## src/rtl/axis_pixel_transmitter_if.sv

```systemverilog
// AXI4-Stream video bus carried out of the pixel transmitter.
// Master drives payload/sideband, slave drives tready.
interface axis_pixel_transmitter_if #(
  parameter int DATA_WIDTH = 8
) ();
  logic [DATA_WIDTH-1:0] tdata;
  logic                  tvalid;
  logic                  tready;
  logic                  tuser;
  logic                  tlast;

  modport master (
    output tdata,
    output tvalid,
    output tuser,
    output tlast,
    input  tready
  );

  modport slave (
    input  tdata,
    input  tvalid,
    input  tuser,
    input  tlast,
    output tready
  );
endinterface

```

## src/rtl/axis_pixel_transmitter.sv

```systemverilog
// Pixel stream to AXI4-Stream video, with frame/line tagging and a FWFT FIFO.
// Define AXIS_TX_OVERFLOW_EN to get a sticky o_overflow drop flag.
module axis_pixel_transmitter #(
  parameter int DATA_WIDTH = 8,
  parameter int FIFO_DEPTH = 16
) (
  input  logic                          i_clk,
  input  logic                          i_reset,
  input  logic [11:0]                   IMAGE_WIDTH,
  input  logic [DATA_WIDTH-1:0]         i_data,
  input  logic                          i_data_valid,
  input  logic                          i_start_of_frame,
  axis_pixel_transmitter_if.master      m_axis,
  output logic [$clog2(FIFO_DEPTH):0]   o_fifo_level,
  output logic                          o_overflow
);

  localparam int AW = $clog2(FIFO_DEPTH);
  localparam int EW = DATA_WIDTH + 2;
  localparam logic [AW:0] FULL_LVL = FIFO_DEPTH[AW:0];

  localparam logic [0:0] S_IDLE   = 1'b0;
  localparam logic [0:0] S_ACTIVE = 1'b1;

  logic [0:0]    state_q, state_d;
  logic [11:0]   col_q, col_d;
  logic [11:0]   width_q, width_d;
  logic [AW-1:0] wr_ptr_q, wr_ptr_d;
  logic [AW-1:0] rd_ptr_q, rd_ptr_d;
  logic [AW:0]   count_q, count_d;
  logic [EW-1:0] mem_q [FIFO_DEPTH];

  logic          sof_acc;
  logic          push_req;
  logic          push;
  logic          pop;
  logic          empty;
  logic          full;
  logic [11:0]   col_cur;
  logic [11:0]   width_cur;
  logic          tag_user;
  logic          tag_last;
  logic [EW-1:0] wr_entry;
  logic [EW-1:0] head;

  assign empty = (count_q == '0);
  assign full  = (count_q == FULL_LVL);
  assign pop   = ~empty & m_axis.tready;

  assign sof_acc  = i_data_valid & i_start_of_frame;
  assign push_req = i_data_valid & (sof_acc | (state_q == S_ACTIVE));
  // A full FIFO still accepts when the head leaves in the same cycle.
  assign push     = push_req & (~full | pop);

  always_comb begin
    width_cur = width_q;
    col_cur   = col_q;
    tag_user  = 1'b0;
    if (sof_acc) begin
      width_cur = (IMAGE_WIDTH == 12'd0) ? 12'd1 : IMAGE_WIDTH;
      col_cur   = 12'd0;
      tag_user  = 1'b1;
    end
    tag_last = (col_cur == width_cur - 12'd1);
  end

  always_comb begin
    state_d = state_q;
    col_d   = col_q;
    width_d = width_q;
    if (sof_acc) begin
      state_d = S_ACTIVE;
      width_d = width_cur;
    end
    // Column advances on drops too, so line geometry survives overflow.
    if (push_req) begin
      col_d = tag_last ? 12'd0 : col_cur + 12'd1;
    end
  end

  assign wr_entry = {tag_user, tag_last, i_data};

  always_comb begin
    wr_ptr_d = wr_ptr_q;
    rd_ptr_d = rd_ptr_q;
    count_d  = count_q;
    if (push) wr_ptr_d = wr_ptr_q + 1'b1;
    if (pop)  rd_ptr_d = rd_ptr_q + 1'b1;
    unique case (1'b1)
      (push & ~pop): count_d = count_q + 1'b1;
      (pop & ~push): count_d = count_q - 1'b1;
      default:       count_d = count_q;
    endcase
  end

  always_ff @(posedge i_clk) begin
    if (i_reset) begin
      state_q  <= S_IDLE;
      col_q    <= '0;
      width_q  <= 12'd1;
      wr_ptr_q <= '0;
      rd_ptr_q <= '0;
      count_q  <= '0;
    end else begin
      state_q  <= state_d;
      col_q    <= col_d;
      width_q  <= width_d;
      wr_ptr_q <= wr_ptr_d;
      rd_ptr_q <= rd_ptr_d;
      count_q  <= count_d;
    end
  end

  always_ff @(posedge i_clk) begin
    if (push) mem_q[wr_ptr_q] <= wr_entry;
  end

  assign head = mem_q[rd_ptr_q];

  assign m_axis.tvalid = ~empty;
  assign m_axis.tdata  = empty ? '0   : head[DATA_WIDTH-1:0];
  assign m_axis.tlast  = empty ? 1'b0 : head[DATA_WIDTH];
  assign m_axis.tuser  = empty ? 1'b0 : head[DATA_WIDTH+1];

  assign o_fifo_level = count_q;

`ifdef AXIS_TX_OVERFLOW_EN
  logic ovf_q, ovf_d;

  always_comb begin
    ovf_d = ovf_q | (push_req & ~push);
  end

  always_ff @(posedge i_clk) begin
    if (i_reset) ovf_q <= 1'b0;
    else         ovf_q <= ovf_d;
  end

  assign o_overflow = ovf_q;
`else
  assign o_overflow = 1'b0;
`endif

endmodule

```

## src/flat_wrapper.sv

```systemverilog
// flat-port wrapper written by rule: the top's interface ports become plain ports
module axis_pixel_transmitter_flat 
#(
  parameter int DATA_WIDTH = 8,
  parameter int FIFO_DEPTH = 16
)
  (i_clk, i_reset, IMAGE_WIDTH, i_data, i_data_valid, i_start_of_frame, o_fifo_level, o_overflow, m_axis_tdata, m_axis_tvalid, m_axis_tuser, m_axis_tlast, m_axis_tready);
  axis_pixel_transmitter_if #(.DATA_WIDTH(DATA_WIDTH)) m_axis_i ();
  input  logic i_clk;
  input  logic i_reset;
  input  logic [11:0] IMAGE_WIDTH;
  input  logic [DATA_WIDTH-1:0] i_data;
  input  logic i_data_valid;
  input  logic i_start_of_frame;
  output logic [$clog2(FIFO_DEPTH):0] o_fifo_level;
  output logic o_overflow;
  output wire logic [$bits(m_axis_i.tdata)-1:0] m_axis_tdata;
  output wire logic [$bits(m_axis_i.tvalid)-1:0] m_axis_tvalid;
  output wire logic [$bits(m_axis_i.tuser)-1:0] m_axis_tuser;
  output wire logic [$bits(m_axis_i.tlast)-1:0] m_axis_tlast;
  input wire logic [$bits(m_axis_i.tready)-1:0] m_axis_tready;
  assign m_axis_tdata = m_axis_i.tdata;
  assign m_axis_tvalid = m_axis_i.tvalid;
  assign m_axis_tuser = m_axis_i.tuser;
  assign m_axis_tlast = m_axis_i.tlast;
  assign m_axis_i.tready = m_axis_tready;
  axis_pixel_transmitter #(.DATA_WIDTH(DATA_WIDTH), .FIFO_DEPTH(FIFO_DEPTH)) u_core (.i_clk(i_clk), .i_reset(i_reset), .IMAGE_WIDTH(IMAGE_WIDTH), .i_data(i_data), .i_data_valid(i_data_valid), .i_start_of_frame(i_start_of_frame), .m_axis(m_axis_i), .o_fifo_level(o_fifo_level), .o_overflow(o_overflow));
endmodule
```

## config.mk

```make
export PLATFORM = sky130hd
export DESIGN_NAME = axis_pixel_transmitter_flat
export DESIGN_NICKNAME = d
export VERILOG_FILES = /design/src/rtl/axis_pixel_transmitter_if.sv /design/src/rtl/axis_pixel_transmitter.sv /design/src/flat_wrapper.sv
export SDC_FILE = /design/constraint.sdc
export NUM_CORES = 1
export LEC_CHECK = 0
export ABC_AREA = 1
export BUFFER_PORTS_ARGS = -buffer_cell sky130_fd_sc_hd__buf_2
export CORE_MARGIN = 2
export CORE_UTILIZATION = 40
export CTS_CLUSTER_DIAMETER = 40
export CTS_CLUSTER_SIZE = 20
export DETAILED_ROUTE_END_ITERATION = 6
export SYNTH_ARGS = -nofsm -noshare
export SYNTH_HDL_FRONTEND = slang
export SYNTH_SLANG_ARGS = --single-unit
```

## constraint.sdc

```tcl
create_clock -name i_clk -period 5.2 [get_ports i_clk]
set_input_delay 0.78 -clock i_clk [delete_from_list [all_inputs] [get_ports i_clk]]
set_output_delay 0.78 -clock i_clk [all_outputs]
set_load 0.02 [all_outputs]
```

==> metrics.yaml <==
synthesis:
  yosysTopAreaCellShare_pct: 53.4
  synth.avg_cell_area_sq_um: 10.6
  ys_ff_latch: 202
  synth_area_leader_cell: "edfxtp_1"
  postSynth.asyncResetShare_pct: 0
  synth_top_flop_cell: "edfxtp_1"
  synth-seq-area-share_pct: 62.8
  synth_area_leaders: "edfxtp_1, dfxtp_1, nor2_1, o21ai_0, nand2_1"
  synth_nets: 888
  yosysWarningCount: 0
  ys_types: 42
  synth_cells: 852
  synth_edf_count: 160
  syn-cell-area_sq_mm: 0.00899
sta:
  setup_violations: 0
  skew_ps: 27.5
  slew_violations: 0
  clock.fmax_mhz: 265
  hold_slack_ps: 472
  fin_crit_sh_pct: 72.5
  min_period_ps: 3770
  rsz0062_at_grt: "no"
  tightestPinTransition_ps: 1110
  tns_ps: 0
  relSlewSlack_pct: 25.6
  final_hold_viol_count: 0
clock_network:
  cts_setup_buffers: 0
  cts_sinks: 202
  clk_latency_ps: 540
  cts_buffers: 28
  root_buffer: "clkbuf_16"
  cts_resized: 0
  clk_pin_slew_worst_paths_ps: 50
  ctsHoldBuffers: 0
  cts_tree: "done"
  htree_num_levels: 1
  clk_path_buf_depth: 3
critical_path:
  cp-start-kind: "flop"
  reg2reg_slack_ps: 2200
  path_cells: "inv_1 -> o221ai_1 -> nand3_1 -> a21oi_1 -> buf_2"
  rr_startpoint: "u_core.state_q"
  rr_endpoint: "u_core.mem_q[8][8]"
  path_class: "reg -> out"
  path_delay_family: "flip-flops"
  cp_num_buf_inv: 2
  arrival_ps: 2990
  slowest_stage: "dfxtp_1"
  r2r_cells: 6
  cpPeakStageDelay_ps: 920
  cp.required_ps: 4420
  end_kind: "output port"
  crit_fanout: 21
placement:
  hpwl_um: 13200
  gp_congestion: 0.834
  port_buffers: 40
  placed_area_sq_mm: 0.00938
drt:
  antenna_left: 0
  wl_per_cell_um: 18.0
  first_pass_iters: 5
  drc: 0
  via_per_inst: 5.25
  drt-total-wl_um: 21400
  vias: 6230
  drt_iter0_drc: 462
floorplan:
  rows: 54
  die_w_um: 154
  fp.coreArea_sq_mm: 0.0220
  start_util_pct: 41.0
  die-area_sq_mm: 0.0237
  io_pins: 42
  fp.dieH_um: 154
grt:
  grt_pass1_wl_um: 33500
  grt-ovfl-total: 0
  grt_max_degree: 81
  antenna_found_initial: 0
  grt_pass1_vias: 6125
  grt_usage_pct: 18.0
final_layout:
  final_nets: 921
  drive_above_1_share_pct: 16.5
  final_cell_mix: "edfxtp_1, nor2_1, o21ai_0, nand2_1, inv_1"
  antennaDiodeCount: 0
  utilization_pct: 47.3
  areaGrowthSynthToFinish_pct: 15.4
  stdcell_area_sq_mm: 0.0104
  fillerInstances: 2000
  layout_commonest_cell: "edfxtp_1"
hold_path:
  hold_depth: 2
  hold_path.class: "reg -> reg"
  min-delay-start: "u_core.width_q[6]"
  hold_end: "u_core.width_q[6]"
run:
  cap_viol_max_count: 0
power:
  vdd_drop_max_uv: 271
  p_leak_nw: 3.80
  p_per_area_mw_per_mm2: 466
outcome:
  status: "finished clean"
-- per-layer routing --
| layer | global-route usage [%] | up-vias | routed length (um) |
|---|---|---|---|
| met5 | 0 | - | 0 |
| met1 | 23.3 | 2953 | 9380 |
| met3 | 2.79 | 46 | 1050 |
| met4 | 6.81 | 0 | 678 |
| li1 | - | 3058 | - |
| met2 | 30.7 | 173 | 10300 |
-- through the flow --
step	setup slack (ps)	total power, W	std cells
global placement	1200	0.00288	1135
detailed placement	1160	0.00289	1135
CTS	1420	0.00488	1187
global route	1270	0.00507	1187
floorplan	1930	0.00257	852
finish	1430	0.00484	1187
-- worst min-delay path: cells and delay by family (launching register included) --
kind | cells | cell delay [ps]
AND/OR/NAND/NOR | 1 | 70
AO/OA/AOI/OAI | 1 | 60
flip-flops | 1 | 290
-- synthesized netlist by cell type, types with 4 or more instances --
master	n
edfxtp_1	160
nor2_1	150
o21ai_0	105
nand2_1	85
inv_1	61
dfxtp_1	42
nand3_1	40
clkbuf_1	37
o221ai_1	36
a21oi_1	26
nand2_2	17
xor2_1	14
ha_1	10
a21oi_2	9
o21ai_2	6
nand4_1	5
nor2_2	5
clkinv_1	4
o22ai_1	4
-- cells by family after synthesis --
family	after synthesis	synth area share [%]
and+or+nand+nor	319	15.7
DFF	202	62.8
AOI/OAI and AO/OA	191	12.9
buffers and inverters	110	5.12
xor gates and xnor gates	18	1.84
adders and majority gates	11	1.61
other	1	0.0417
-- worst max path at each step --
| stage | start | end | cells after the start |
|---|---|---|---|
| finish | flop | m_axis_tuser | 5 |
| global route | flop | m_axis_tdata[3] | 5 |
| CTS | flop | m_axis_tlast | 5 |
| detailed placement | i_start_of_frame | u_core.mem_q[2][8] | 16 |
| global placement | i_start_of_frame | u_core.mem_q[2][8] | 16 |
| floorplan | i_start_of_frame | u_core.mem_q[0][8] | 16 |
-- power breakdown --
part / leakage, nW / total [W] / internal [W] / switching [W]
Sequential: 1.80 / 0.00184 / 0.00180 / 0.0000396
Combinational: 1.51 / 0.00101 / 0.000298 / 0.000717
Clock: 0.487 / 0.00199 / 0.00123 / 0.000757
Total: 3.80 / 0.00484 / 0.00332 / 0.00151
-- flip-flops by register name (all words and copies together) (netlist names), named ones only --
signal and flops:
u_core.state_q 1, u_core.rd_ptr_q 4, u_core.mem_q 160, u_core.o_fifo_level 5, u_core.wr_ptr_q 4, u_core.width_q 12
u_core.col_q 12
-- final cells by class --
type / instances / area [sq um] / area share, %
flip-flops and latches: 202 / 5650 / 54.4
inverters: 67 / 253 / 2.43
repair buffers: 46 / 245 / 2.36
clock inverters: 21 / 275 / 2.65
multi-input cells: 540 / 2890 / 27.8
clock buffers: 31 / 722 / 6.95
well taps: 280 / 350 / 3.37
Power figures use the tool's default switching activity.
